File: src/rtl/seq_restoring_divider_if.sv
// Handshake/operand bundle for seq_restoring_divider.
// master: the requester that drives start and the operands; slave: the divider.
interface seq_restoring_divider_if #(
  parameter int unsigned WIDTH = 16
);
  logic             start;
  logic [WIDTH-1:0] dividend;
  logic [WIDTH-1:0] divisor;
  logic             busy;
  logic             done;
  logic [WIDTH-1:0] quotient;
  logic [WIDTH-1:0] remainder;
  logic             div_by_zero;

  modport master (
    output start, dividend, divisor,
    input  busy, done, quotient, remainder, div_by_zero
  );

  modport slave (
    input  start, dividend, divisor,
    output busy, done, quotient, remainder, div_by_zero
  );
endinterface

File: src/rtl/seq_restoring_divider.sv
// Sequential restoring divider: one quotient bit per clock, start/done handshake.
// The (WIDTH+1)-bit trial subtraction uses its top bit as the borrow.
// Optional macro SIGNED_DIV_EN: two's-complement operands (magnitudes divided,
// results sign-corrected on the way out, quotient truncates toward zero).
module seq_restoring_divider #(
  parameter int unsigned WIDTH = 16
) (
  input  logic                  clk,
  input  logic                  rst_n,
  seq_restoring_divider_if.slave bus
);
  localparam int unsigned CW = $clog2(WIDTH);

  typedef enum logic [1:0] {IDLE, CALC, FINISH} state_t;

  state_t           state_q;
  logic [CW-1:0]    count_q;
  logic [WIDTH-1:0] rem_q;
  logic [WIDTH-1:0] qw_q;
  logic [WIDTH-1:0] dvsr_q;
  logic             zero_q;
  logic             busy_q;
  logic             done_q;
  logic [WIDTH-1:0] quot_q;
  logic [WIDTH-1:0] remo_q;
  logic             dbz_q;

  logic [WIDTH:0]   shifted;
  logic [WIDTH:0]   trial;
  logic [WIDTH-1:0] rem_d;
  logic [WIDTH-1:0] qw_d;
  logic [WIDTH-1:0] a_mag;
  logic [WIDTH-1:0] b_mag;
  logic [WIDTH-1:0] quot_d;
  logic [WIDTH-1:0] remo_d;

`ifdef SIGNED_DIV_EN
  logic qneg_q;
  logic rneg_q;
`endif

  // One shift/trial-subtract step plus operand magnitudes and final result shaping
  always_comb begin
    shifted = {rem_q, qw_q[WIDTH-1]};
    trial   = shifted - {1'b0, dvsr_q};
    qw_d    = {qw_q[WIDTH-2:0], ~trial[WIDTH]};
    rem_d   = trial[WIDTH] ? shifted[WIDTH-1:0] : trial[WIDTH-1:0];
`ifdef SIGNED_DIV_EN
    a_mag   = bus.dividend[WIDTH-1] ? -bus.dividend : bus.dividend;
    b_mag   = bus.divisor[WIDTH-1]  ? -bus.divisor  : bus.divisor;
    quot_d  = qneg_q ? -qw_q  : qw_q;
    remo_d  = rneg_q ? -rem_q : rem_q;
`else
    a_mag   = bus.dividend;
    b_mag   = bus.divisor;
    quot_d  = qw_q;
    remo_d  = rem_q;
`endif
    // On divide-by-zero qw_q carries the raw dividend straight through
    if (zero_q) begin
      quot_d = '1;
      remo_d = qw_q;
    end
  end

  // Control FSM with registered handshake and result outputs
  always_ff @(posedge clk or negedge rst_n) begin
    if (!rst_n) begin
      state_q <= IDLE;
      count_q <= '0;
      rem_q   <= '0;
      qw_q    <= '0;
      dvsr_q  <= '0;
      zero_q  <= 1'b0;
      busy_q  <= 1'b0;
      done_q  <= 1'b0;
      quot_q  <= '0;
      remo_q  <= '0;
      dbz_q   <= 1'b0;
`ifdef SIGNED_DIV_EN
      qneg_q  <= 1'b0;
      rneg_q  <= 1'b0;
`endif
    end else begin
      done_q <= 1'b0;
      case (state_q)
        IDLE: begin
          if (bus.start) begin
            busy_q  <= 1'b1;
            count_q <= '0;
            rem_q   <= '0;
            dvsr_q  <= b_mag;
`ifdef SIGNED_DIV_EN
            qneg_q  <= bus.dividend[WIDTH-1] ^ bus.divisor[WIDTH-1];
            rneg_q  <= bus.dividend[WIDTH-1];
`endif
            if (bus.divisor == '0) begin
              qw_q    <= bus.dividend;
              zero_q  <= 1'b1;
              state_q <= FINISH;
            end else begin
              qw_q    <= a_mag;
              zero_q  <= 1'b0;
              state_q <= CALC;
            end
          end
        end
        CALC: begin
          rem_q   <= rem_d;
          qw_q    <= qw_d;
          count_q <= count_q + 1'b1;
          if (count_q == CW'(WIDTH - 1)) state_q <= FINISH;
        end
        FINISH: begin
          quot_q  <= quot_d;
          remo_q  <= remo_d;
          dbz_q   <= zero_q;
          done_q  <= 1'b1;
          busy_q  <= 1'b0;
          state_q <= IDLE;
        end
        default: state_q <= IDLE;
      endcase
    end
  end

  assign bus.busy        = busy_q;
  assign bus.done        = done_q;
  assign bus.quotient    = quot_q;
  assign bus.remainder   = remo_q;
  assign bus.div_by_zero = dbz_q;
endmodule
File: src/flat_wrapper.sv
// flat-port wrapper written by rule: the top's interface ports become plain ports
module seq_restoring_divider_flat 
#(
  parameter int unsigned WIDTH = 16
)
  (clk, rst_n, bus_start, bus_dividend, bus_divisor, bus_busy, bus_done, bus_quotient, bus_remainder, bus_div_by_zero);
  seq_restoring_divider_if #(.WIDTH(WIDTH)) bus_i ();
  input  logic clk;
  input  logic rst_n;
  input wire logic [$bits(bus_i.start)-1:0] bus_start;
  input wire logic [$bits(bus_i.dividend)-1:0] bus_dividend;
  input wire logic [$bits(bus_i.divisor)-1:0] bus_divisor;
  output wire logic [$bits(bus_i.busy)-1:0] bus_busy;
  output wire logic [$bits(bus_i.done)-1:0] bus_done;
  output wire logic [$bits(bus_i.quotient)-1:0] bus_quotient;
  output wire logic [$bits(bus_i.remainder)-1:0] bus_remainder;
  output wire logic [$bits(bus_i.div_by_zero)-1:0] bus_div_by_zero;
  assign bus_i.start = bus_start;
  assign bus_i.dividend = bus_dividend;
  assign bus_i.divisor = bus_divisor;
  assign bus_busy = bus_i.busy;
  assign bus_done = bus_i.done;
  assign bus_quotient = bus_i.quotient;
  assign bus_remainder = bus_i.remainder;
  assign bus_div_by_zero = bus_i.div_by_zero;
  seq_restoring_divider #(.WIDTH(WIDTH)) u_core (.clk(clk), .rst_n(rst_n), .bus(bus_i));
endmodule
File: config.mk
export PLATFORM = sky130hd
export DESIGN_NAME = seq_restoring_divider_flat
export DESIGN_NICKNAME = d
export VERILOG_FILES = /design/src/rtl/seq_restoring_divider_if.sv /design/src/rtl/seq_restoring_divider.sv /design/src/flat_wrapper.sv
export SDC_FILE = /design/constraint.sdc
export NUM_CORES = 1
export LEC_CHECK = 0
export CORE_MARGIN = 8
export CORE_UTILIZATION = 59
export DETAILED_ROUTE_END_ITERATION = 6
export PLACE_DENSITY = 0.95
export SLEW_MARGIN = 15
export SYNTH_ARGS = -nofsm -noshare
export SYNTH_HDL_FRONTEND = slang
export SYNTH_SLANG_ARGS = --single-unit
File: constraint.sdc
create_clock -name clk -period 5 [get_ports clk]
set_clock_uncertainty 0.2 [all_clocks]
set_input_delay 1 -clock clk [delete_from_list [all_inputs] [get_ports clk]]
set_output_delay 1 -clock clk [all_outputs]
set_load 0.02 [all_outputs]
## Word level (Yosys, flattened, before mapping)

Index checks and enable logic that the tools add are counted.

| storage, ports and cells | value |
|---|---|
| bits in latches | 0 |
| memory bits (writable) | 0 |
| memories | 0 |
| register bits after elaboration | 90 |
| output and inout port bits | 35 |
| logic and storage cells | 44 |
| bits in read-only memories | 0 |

| operators by class | value |
|---|---|
| $mul | 0 |
| div/mod/pow operators | 0 |
| bitwise logic cells | 1 |
| magnitude comparators | 0 |
| multiplexer cells | 17 |
| reductions and logical operators | 8 |
| add/subtract/negate cells | 2 |
| shifts and indexed selects | 0 |
| equal/unequal tests | 5 |

Operators by type and width:

| cell | count |
|---|---|
| 16-bit 2-to-1 mux | 5 |
| 16-bit case mux with 2 select lines | 2 |
| 17-bit by 16-bit subtractor with 17-bit output | 1 |
| 16-bit zero test | 1 |
| 4-bit case mux with 2 select lines | 1 |
| 2-bit AND reduction | 4 |
| 2-bit 2-to-1 mux | 3 |
| 4-bit by 1-bit adder with 4-bit output (second input constant) | 1 |
| 4-bit == test (second input constant) | 1 |
| 4-bit 2-to-1 mux | 1 |
| 2-bit case mux with 2 select lines | 1 |
| 2-bit nonzero test | 2 |
| 1-bit 2-to-1 mux | 3 |
| 2-bit by 1-bit == test with 1-bit output (second input constant) | 1 |
| 2-bit == test (second input constant) | 1 |
| 2-bit zero test | 1 |
| 2-bit by 1-bit inequality test with 1-bit output (second input constant) | 1 |
| 2-bit inequality test (second input constant) | 1 |
| 1-bit case mux with 2 select lines | 1 |
| 1-bit NOT | 1 |

## Logic depth before layout (Yosys ltp)

Gate-level depths: netlist (run 1).

| logic depth | value |
|---|---|
| depth in word-level cells | 4 |
| gate-level depth with buffers | 12 |
| depth with buffers taken out | 11 |

## Worst setup path before layout (run 1)

Ideal clock, no wire load.

| timing | value |
|---|---|
| path type | register to register |
| start | register u_core.qw_q[15] |
| end | register u_core.rem_q[0] |
| cell stages (with the launch flop) | 13 |
| library setup time | 0.122 ns |
| path buffers | 1 |
| arrival time | 2.425 ns |
| setup slack | 2.253 ns |
| cell sequence | dfrtp_1 > inv_1 > ha_1 > inv_1 > fa_1 > a211oi_2 > o21ai_2 > o2111ai_4 > nand3_4 > xnor2_4 > buf_6 > nand2_1 > a32o_1 |

| between the ends | value |
|---|---|
| longest elaborated chain between the ends | 3 |

RTL lines:

| item | RTL line | RTL |
|---|---|---|
| from (decl) | seq_restoring_divider.sv:19 | `logic [WIDTH-1:0] qw_q;` |
| from (signal assigned) | seq_restoring_divider.sv:98 | `qw_q <= bus.dividend;` |
| from (signal assigned) | seq_restoring_divider.sv:102 | `qw_q <= a_mag;` |
| from (signal assigned) | seq_restoring_divider.sv:110 | `qw_q <= qw_d;` |
| 17-bit by 16-bit subtractor with 17-bit output | seq_restoring_divider.sv:45 | `trial = shifted - {1'b0, dvsr_q};` |
| 16-bit 2-to-1 mux (*) | seq_restoring_divider.sv:47 | `rem_d = trial[WIDTH] ? shifted[WIDTH-1:0] : trial[WIDTH-1:0];` |
| 16-bit case mux with 2 select lines (*) | seq_restoring_divider.sv:86 | `case (state_q)` |
| to (signal assigned) | seq_restoring_divider.sv:109 | `rem_q <= rem_d;` |
| to (decl) | seq_restoring_divider.sv:18 | `logic [WIDTH-1:0] rem_q;` |

Every way passes the cells marked *; elsewhere a longest branch is shown, timed or not.
A chain may end at the register's enable or synchronous reset.

## Worst setup path after layout (run 1)

Ends and elaborated chain as after synthesis.

==> flow_summary.yaml, run 1 <==
critical_path:
  crit_top_cell: "inv_1"
  startpoint_type: "flip-flop"
  critPathKind: "reg -> reg"
  critPathBufInv: 2
  cp_cell_sequence: "inv_1 -> ha_1 -> inv_1 -> fa_1 -> a211oi_2 -> o21ai_2 -> o2111ai_4 -> nand3_4 -> xnor2_4 -> nand2_1 -> a32o_1"
  cp_max_fo: 27
  endpoint_kind: "flip-flop"
  arrival_ns: 3.33
  crit_path_max_incr_delay_ns: 0.59
  cpMaxStageDelayCell: "xnor2_4"
  critPathRequiredTime_ns: 5.07
  path_delay_family: "compound AO/OA/AOI/OAI gates"
finish:
  layout_commonest_cell: "nand2_1"
  drive_gt1_frac: 0.06655
  final_cell_mix: "nand2_1 (91), dfrtp_1 (90), o21ai_0 (76)"
  nNetsFinal: 604
  area_growth_pct: 20.34
  antenna_cells: 0
  fillers: 553
global_route:
  grt_pass1_wl_um: 19320
  use_met2: 0.3796
  grtUsageMet1: 0.2481
  use_met3: 0.03256
  busiest_layer: "met2"
  grt_max_degree: 55
  grt.total_usage: 0.2140
  grt_pass1_vias: 3947
  grt_overflow_total: 0
  antenna_found_initial: 0
run_status:
  outcome: "completed"
synthesis:
  synth_fp_nets: 546
  ys_types: 49
  synthTopCellsByArea: "dfrtp_1 (48%), o21ai_0 (8.2%), nand2_1 (7.3%)"
  synth_edf_count: 0
  synthCells: 493
  yosysWarningCount: 0
  syn_area_per_cell_um2: 9.446
  yosysSeqAreaShare: 0.4836
  synth_top_area_cell: "dfrtp_1"
  synthFlopType: "dfrtp_1"
  synth_top_area_share: 0.4836
  synth_area_um2: 4657
  ys_ff_latch: 90
  synthArstFlopShare: 1.000
floorplan:
  dieArea_um2: 10990
  fp.dieH_um: 104.8
  rows: 32
  coreArea_um2: 7687
  die_w_um: 104.8
  floorplan.initialDensity: 0.6058
  ioPinCount: 70
drt:
  ant_nets: 0
  drtIter0Drc: 224
  vias_per_cell: 5.845
  wl_um: 11590
  routedWlPerCell_um: 17.61
  dr.pass1.iters: 4
  vias: 3846
  drcViolationCount: 0
sta:
  tns_ns: 0
  period_minus_slack_ns: 3.260
  max_freq_ghz: 0.3068
  holdWs_ns: 0.2874
  relSlewSlack: 0.2889
  worstMarginPinSlew_ns: 1.062
  hold_violations: 0
  setup_violations: 0
  fin_crit_sh: 0.6519
  drv_slew: 0
  rsz0062_at_grt: "false"
clocking:
  cts_sinks: 90
  numCtsBuffers: 9
  cts_resized: 0
  root_buffer: "clkbuf_8"
  cts_buffer_depth: 2
  h-tree-depth: 3
  ctsHoldBuffers: 0
  post-cts-setup-buffers: 0
  clk_latency_ns: 0.38
  clkTransAtPathRegs_ns: 0.10
  cts_tree: "built"
placement:
  gp_congestion: 0.9484
  port_buffers: 69
  dpl.hpwl_um: 8389
min_path:
  hold_path.class: "reg -> reg"
pwr:
  max-vdd-ir-drop_mv: 0.4524
  power_density_nw_per_um2: 775.2
  power.leakage_nw: 2.532
job:
  max-cap-violations: 0
flip-flops by register name, indices dropped and copies added (netlist names):
register	cells
u_core.bus.busy	1
u_core.bus.div_by_zero	1
u_core.bus.done	1
u_core.bus.quotient	16
u_core.bus.remainder	16
u_core.count_q	4
u_core.dvsr_q	16
u_core.qw_q	16
u_core.rem_q	16
u_core.state_q	2
u_core.zero_q	1
path summary, 6_finish.rpt:
check,start,endpoint,slack [ns],cells past startpoint
setup / recovery,u_core.qw_q[15],u_core.rem_q[0],1.74,11
hold / removal,u_core.bus.busy,u_core.bus.busy,0.29,1
setup reg to reg,u_core.qw_q[15],u_core.rem_q[0],1.74,11
hold reg to reg,u_core.bus.busy,u_core.bus.busy,0.29,1
max in group asynchronous,rst_n,u_core.rem_q[3],3.21,2
min in group asynchronous,rst_n,u_core.dvsr_q[14],0.45,1
cell type report:
class	instances	area, um2	area share
Sequential cell	90	2252	0.4019
Multi-Input combinational cell	356	2225	0.3970
Timing Repair Buffer	75	733.2	0.1308
Tap cell	102	127.6	0.02277
Clock buffer	9	123.9	0.02210
Clock inverter	7	71.32	0.01273
Inverter	19	71.32	0.01273
report_power, final:
| part | leakage [nW] | internal (mW) | switching [mW] |
|---|---|---|---|
| registers | 1.10 | 1.08 | 0.278 |
| logic | 1.33 | 1.03 | 1.47 |
| clock network | 0.0926 | 0.194 | 0.294 |
synth_stat cells, types with 2 or more instances:
cell type and n:
o31ai_1 3, nand2_1 91, and3_1 3, nor2b_1 5
buf_1 2, clkbuf_1 22, o311ai_0 8, a41oi_1 2
a31oi_1 2, nand2b_1 5, mux2_2 2, xnor2_1 3
dfrtp_1 90, buf_2 2, ha_1 17, o211ai_1 2
mux2i_1 31, a21o_1 7, o21ai_0 76, xor2_1 10
nand3_1 18, a32oi_1 5, nor3_1 3, nor4_1 4
nor2_1 23, inv_1 19, a21oi_1 16
per-stage QoR:
stage          instance area (um2)  setup slack, ns  total power [mW]  instances    util
2_1_floorplan                 4657            2.253             3.071        493       -
3_3_place_gp                  5409            1.762             3.685        642  0.7036
3_5_place_dp                  5409            1.735             3.835        642  0.7036
4_1_cts                       5604            1.760             4.333        658  0.7290
5_1_grt                       5604            1.530             4.666        658  0.7290
6_report                      5604            1.740             4.344        658  0.7290
worst register-to-register path: cells and delay by family, from the launching register on:
family	cells	cell delay [ns]
and+or+nand+nor	2	0.29
AOI/OAI and AO/OA	4	0.92
xor gates and xnor gates	1	0.59
DFF	1	0.42
buffers and inverters	2	0.16
adders and majority gates	2	0.58
logic make-up after synthesis:
family | synth area share
simple gates | 0.1497
xor+xnor | 0.03036
mux | 0.07147
fa+ha+maj | 0.04997
flops | 0.4836
compound gates | 0.1741
buf+inv | 0.04084
layer usage:
layer  up-vias  share of wire
met3        29          0.054
met1      1853           0.39
li1       1842              -
met2       122           0.53
met4         0          0.026
met5         -              0
Power figures use the tool's default switching activity.
==> run 2: changes to the inputs <==
--- a/config.mk
+++ b/config.mk
@@ -6,9 +6,9 @@
 export NUM_CORES = 1
 export LEC_CHECK = 0
 export CORE_MARGIN = 8
-export CORE_UTILIZATION = 59
+export CORE_UTILIZATION = 49
 export DETAILED_ROUTE_END_ITERATION = 6
-export PLACE_DENSITY = 0.95
+export PLACE_DENSITY = 0.87
 export SLEW_MARGIN = 15
 export SYNTH_ARGS = -nofsm -noshare
 export SYNTH_HDL_FRONTEND = slang
==> constraint.sdc (replaced) <==
create_clock -name clk -period 2.8 [get_ports clk]
set_clock_uncertainty 0.2 [all_clocks]
set_input_delay 0.56 -clock clk [delete_from_list [all_inputs] [get_ports clk]]
set_output_delay 0.56 -clock clk [all_outputs]
set_load 0.02 [all_outputs]
==> flow_summary.yaml, run 2 (synthesized netlist as in run 1, its figures left out) <==
run_status:
  violations: "DRC, setup timing"
  outcome: "finished with violations"
finish:
  stdcell_count: 699
  nNetsFinal: 618
  drive_gt1_frac: 0.1211
  final_cell_mix: "nand2_1 (90), dfrtp_1 (90), o21ai_0 (75)"
  antenna_cells: 0
  area_growth_pct: 28.10
min_path:
  whs_endpoint: "u_core.bus.remainder[3]"
  hold_start: "u_core.bus.remainder[3]"
  holdPathStages: 2
  hold_path.class: "reg -> reg"
critical_path:
  reg2reg_slack_ns: -0.02
  r2r_cells: 11
  arrival_ns: 2.84
  r2r-end: "u_core.rem_q[11]"
  critPathRequiredTime_ns: 2.82
  critPathKind: "reg -> reg"
  startpoint_type: "flip-flop"
  r2r_start: "u_core.dvsr_q[0]"
  cp_max_fo: 7
  endpoint_kind: "flip-flop"
pwr:
  power_density_nw_per_um2: 1510
  max-vdd-ir-drop_mv: 0.6026
  power_mw: 9.007
  power.leakage_nw: 2.670
sta:
  max_freq_ghz: 0.3544
  layout_setup_ws_ns: -0.02188
  rsz0062_at_grt: "true"
  fin_crit_sh: 1.008
  tns_ns: -0.02188
  hold_violations: 0
  setup_violations: 1
  drv_slew: 0
  worstMarginPinSlew_ns: 0.7959
  relSlewSlack: 0.4694
  period_minus_slack_ns: 2.822
  holdWs_ns: 0.2881
drt:
  wl_um: 13280
  routedWlPerCell_um: 19.00
  drcViolationCount: 18
  vias: 4161
  vias_per_cell: 5.953
  ant_nets: 0
  dr.pass1.iters: 7
  drtIter0Drc: 476
floorplan:
  rows: 35
  floorplan.initialDensity: 0.5040
  ioPinCount: 70
  fp.dieH_um: 113.5
  die_w_um: 113.5
  coreArea_um2: 9240
  dieArea_um2: 12880
global_route:
  antenna_found_initial: 0
  grt_pass1_vias: 4267
  grt_overflow_total: 0
  grt.total_usage: 0.1997
  grt_pass1_wl_um: 20750
  grt_max_degree: 50
clocking:
  root_buffer: "clkbuf_8"
  clkTransAtPathRegs_ns: 0.09
  numCtsBuffers: 9
  cts_sinks: 90
  cts_tree: "built"
  h-tree-depth: 3
  clk_latency_ns: 0.36
  cts_buffer_depth: 2
placement:
  dpl.hpwl_um: 8750
  pre_cts_slack_ns: -0.05962
  port_buffers: 69
  gp_congestion: 0.8444
  placed_cells: 677
job:
  max-cap-violations: 0
[run 2: stage by stage]
step                  util  cell area [um2]
floorplan                -             4657
global placement    0.5996             5540
detailed placement  0.5996             5540
CTS                 0.6278             5801
global route        0.6456             5966
finish              0.6456             5966
[run 2: power by group]
group / internal, mW / switching (mW)
clock network: 0.422 / 0.485
logic: 2.42 / 3.20
registers: 1.93 / 0.542
total: 4.78 / 4.23
[run 2: how the worst max path moves through the flow]
stage	from	endpoint
finish	u_core.dvsr_q[0]	u_core.rem_q[11]
global route	u_core.qw_q[15]	u_core.rem_q[11]
CTS	u_core.qw_q[15]	u_core.rem_q[15]
detailed placement	u_core.qw_q[15]	u_core.rem_q[12]
global placement	u_core.qw_q[15]	u_core.rem_q[14]
floorplan	u_core.qw_q[15]	u_core.rem_q[0]
[run 2: layer usage]
metal,share of wire,vias up,global-route usage,wire [um]
li1,-,1878,-,-
met1,0.36,1968,0.2196,4846
met3,0.064,83,0.03381,852
met2,0.50,232,0.3373,6685
met5,0,-,0,0
met4,0.068,0,0.1581,899
[run 2: repair_timing]
item                                    CTS  global route
endpoints found under the setup margin   12            17
setup buffers                             0             3
pin swaps                                 2             9
hold endpoints to repair                  7             0
hold buffers                              1             0
resized for setup                         6            29
gates cloned                              1             1
[run 2: area by class of cell]
cell class | count | area (um2)
Fill cell | 648 | 3274
Clock buffer | 10 | 127.6
Multi-Input combinational cell | 356 | 2367
Timing Repair Buffer | 89 | 913.4
Tap cell | 129 | 161.4
Sequential cell | 90 | 2252
Clock inverter | 6 | 72.57
Inverter | 19 | 71.32
[run 2: worst max-delay path, stage by stage, from the launching register on]
cell and delay, ns:
dfrtp_1 0.46, ha_4 0.17, inv_2 0.03, fa_2 0.36, a211oi_2 0.22, o21ai_2 0.11, o2111ai_4 0.23, nand3_4 0.14
xnor2_4 0.20, clkbuf_16 0.20, a32oi_2 0.25, o31ai_2 0.12
==> run 3: changes to the inputs <==
--- a/config.mk
+++ b/config.mk
@@ -5,6 +5,8 @@
 export SDC_FILE = /design/constraint.sdc
 export NUM_CORES = 1
 export LEC_CHECK = 0
+export CAP_MARGIN = 20
+export CORE_ASPECT_RATIO = 1.4
 export CORE_MARGIN = 8
 export CORE_UTILIZATION = 49
 export DETAILED_ROUTE_END_ITERATION = 6
==> flow_summary.yaml, run 3 (synthesized netlist as in run 1, its figures left out) <==
placement:
  dpl.hpwl_um: 8505
  dpl_cell_area_um2: 5547
  gp_congestion: 0.8679
  placed_cells: 662
  port_buffers: 69
critical_path:
  cp_max_fo: 8
  critPathLaunch: "u_core.qw_q[15]"
  arrival_ns: 2.82
  cp_cell_sequence: "inv_2 -> ha_4 -> inv_2 -> fa_2 -> a211oi_2 -> o21ai_2 -> o2111ai_4 -> nand3_4 -> xnor2_4 -> buf_6 -> buf_12 -> a32oi_1 -> o31ai_1"
  reg2reg_slack_ns: -0.02
  crit_path_max_incr_delay_ns: 0.40
  cpMaxStageDelayCell: "dfrtp_1"
  critPathRequiredTime_ns: 2.80
  crit_top_cell: "inv_2"
  critPathKind: "reg -> reg"
  r2r_start: "u_core.qw_q[15]"
  r2r-end: "u_core.rem_q[11]"
  startpoint_type: "flip-flop"
  endpoint_kind: "flip-flop"
  r2r_cells: 13
finish:
  post-route-util: 0.6383
  layout_commonest_cell: "nand2_1"
  ff_latch_area_um2: 2252
  final_area_um2: 5971
  stdcell_count: 684
  antenna_cells: 0
  multiInputGateArea_um2: 2277
  drive_gt1_frac: 0.1132
  area_growth_pct: 28.21
  nNetsFinal: 622
  final_cell_mix: "nand2_1 (91), dfrtp_1 (90), o21ai_0 (76)"
  fillers: 744
run_status:
  violations: "hold timing, setup timing"
  outcome: "finished with violations"
global_route:
  use_met3: 0.03700
  grt_max_degree: 51
  grtUsageMet1: 0.2090
  use_met2: 0.3217
  grt_pass1_vias: 3970
  grt.total_usage: 0.1813
  antenna_found_initial: 0
  busiest_layer: "met2"
  grt_overflow_total: 0
  grt_pass1_wl_um: 19120
floorplan:
  die_w_um: 98.39
  coreArea_um2: 9354
  dieArea_um2: 12920
  fp.dieH_um: 131.4
  ioPinCount: 70
  floorplan.initialDensity: 0.4979
  rows: 42
clocking:
  h-tree-depth: 3
  numCtsBuffers: 9
  clkTransAtPathRegs_ns: 0.06
  cts_sinks: 90
  cts_buffer_depth: 2
  clk_latency_ns: 0.34
  ctsHoldBuffers: 0
  cts_tree: "built"
  root_buffer: "clkbuf_16"
drt:
  vias_per_cell: 5.788
  routedWlPerCell_um: 17.19
  vias: 3959
  drtIter0Drc: 215
  drcViolationCount: 0
  wl_um: 11760
  ant_nets: 0
  dr.pass1.iters: 5
pwr:
  power_density_nw_per_um2: 1483
  clkPwrFrac: 0.132
  p_int_mw: 5.031
  max-vdd-ir-drop_mv: 0.6940
  seqPwrFrac: 0.280
  power.leakage_nw: 2.709
  power_frac_comb: 0.588
  p_switching_mw: 3.826
  p_sw_frac: 0.4320
  power_mw: 8.858
sta:
  fin_crit_sh: 1.008
  drv_slew: 0
  setup_violations: 3
  max_freq_ghz: 0.3543
  period_minus_slack_ns: 2.823
  worstMarginPinSlew_ns: 0.6921
  relSlewSlack: 0.5386
  layout_setup_ws_ns: -0.02284
  holdWs_ns: -0.008967
  rsz0062_at_grt: "true"
  hold_violations: 18
  tns_ns: -0.04647
job:
  max-cap-violations: 0
min_path:
  hold_path.class: "in -> async"
==> run 3: critical path, delay by kind of cell, from the launching register on <==
family	cells	cell delay, ns
flops	1	0.40
buf+inv	4	0.40
compound gates	5	0.88
xor+xnor	1	0.15
fa+ha+maj	2	0.52
simple gates	1	0.13
==> run 3: final cells by class <==
type                    count  share of cell area
well taps                 110             0.02305
flip-flops and latches     90              0.3772
inverters                  19             0.01194
multi-input cells         356              0.3814
clock inverters             5            0.006287
repair buffers             93              0.1578
clock buffers              11             0.04233
==> run 3: what timing repair did <==
item,4_1_cts,5_1_grt
setup endpoints to repair,10,17
pin swaps,3,11
gates cloned,1,0
setup buffers,4,1
gates resized for setup,5,14
==> run 3: through the flow <==
stage	setup WS (ns)	hold slack (ns)
3_5_place_dp	-0.06627	0.2705
4_1_cts	0.01084	0.01349
5_1_grt	-0.1291	0.03290
2_1_floorplan	0.05324	0.06441
3_3_place_gp	0.06924	0.2610
6_report	-0.02284	-0.008967
==> run 3: per-layer routing <==
metal  part of all wire  vias up
li1                   -     1883
met3              0.051       23
met2               0.52      143
met1               0.40     1910
met4              0.021        0
met5                  0        -
==> run 3: power by group through the flow <==
stage          logic, mW  clock network, mW  registers [mW]
6_report            5.21               1.17            2.48
5_1_grt             5.69               1.23            2.55
4_1_cts             5.01               1.17            2.46
3_5_place_dp        4.60                  0            2.48
3_3_place_gp        4.45                  0            2.44
2_1_floorplan       2.88                  0            2.61
==> run 3: how the worst max path moves through the flow <==
stage | to | cells after the start
floorplan | u_core.rem_q[0] | 12
global placement | u_core.rem_q[10] | 12
detailed placement | u_core.rem_q[15] | 11
CTS | u_core.rem_q[11] | 13
global route | u_core.rem_q[13] | 13
finish | u_core.rem_q[11] | 13
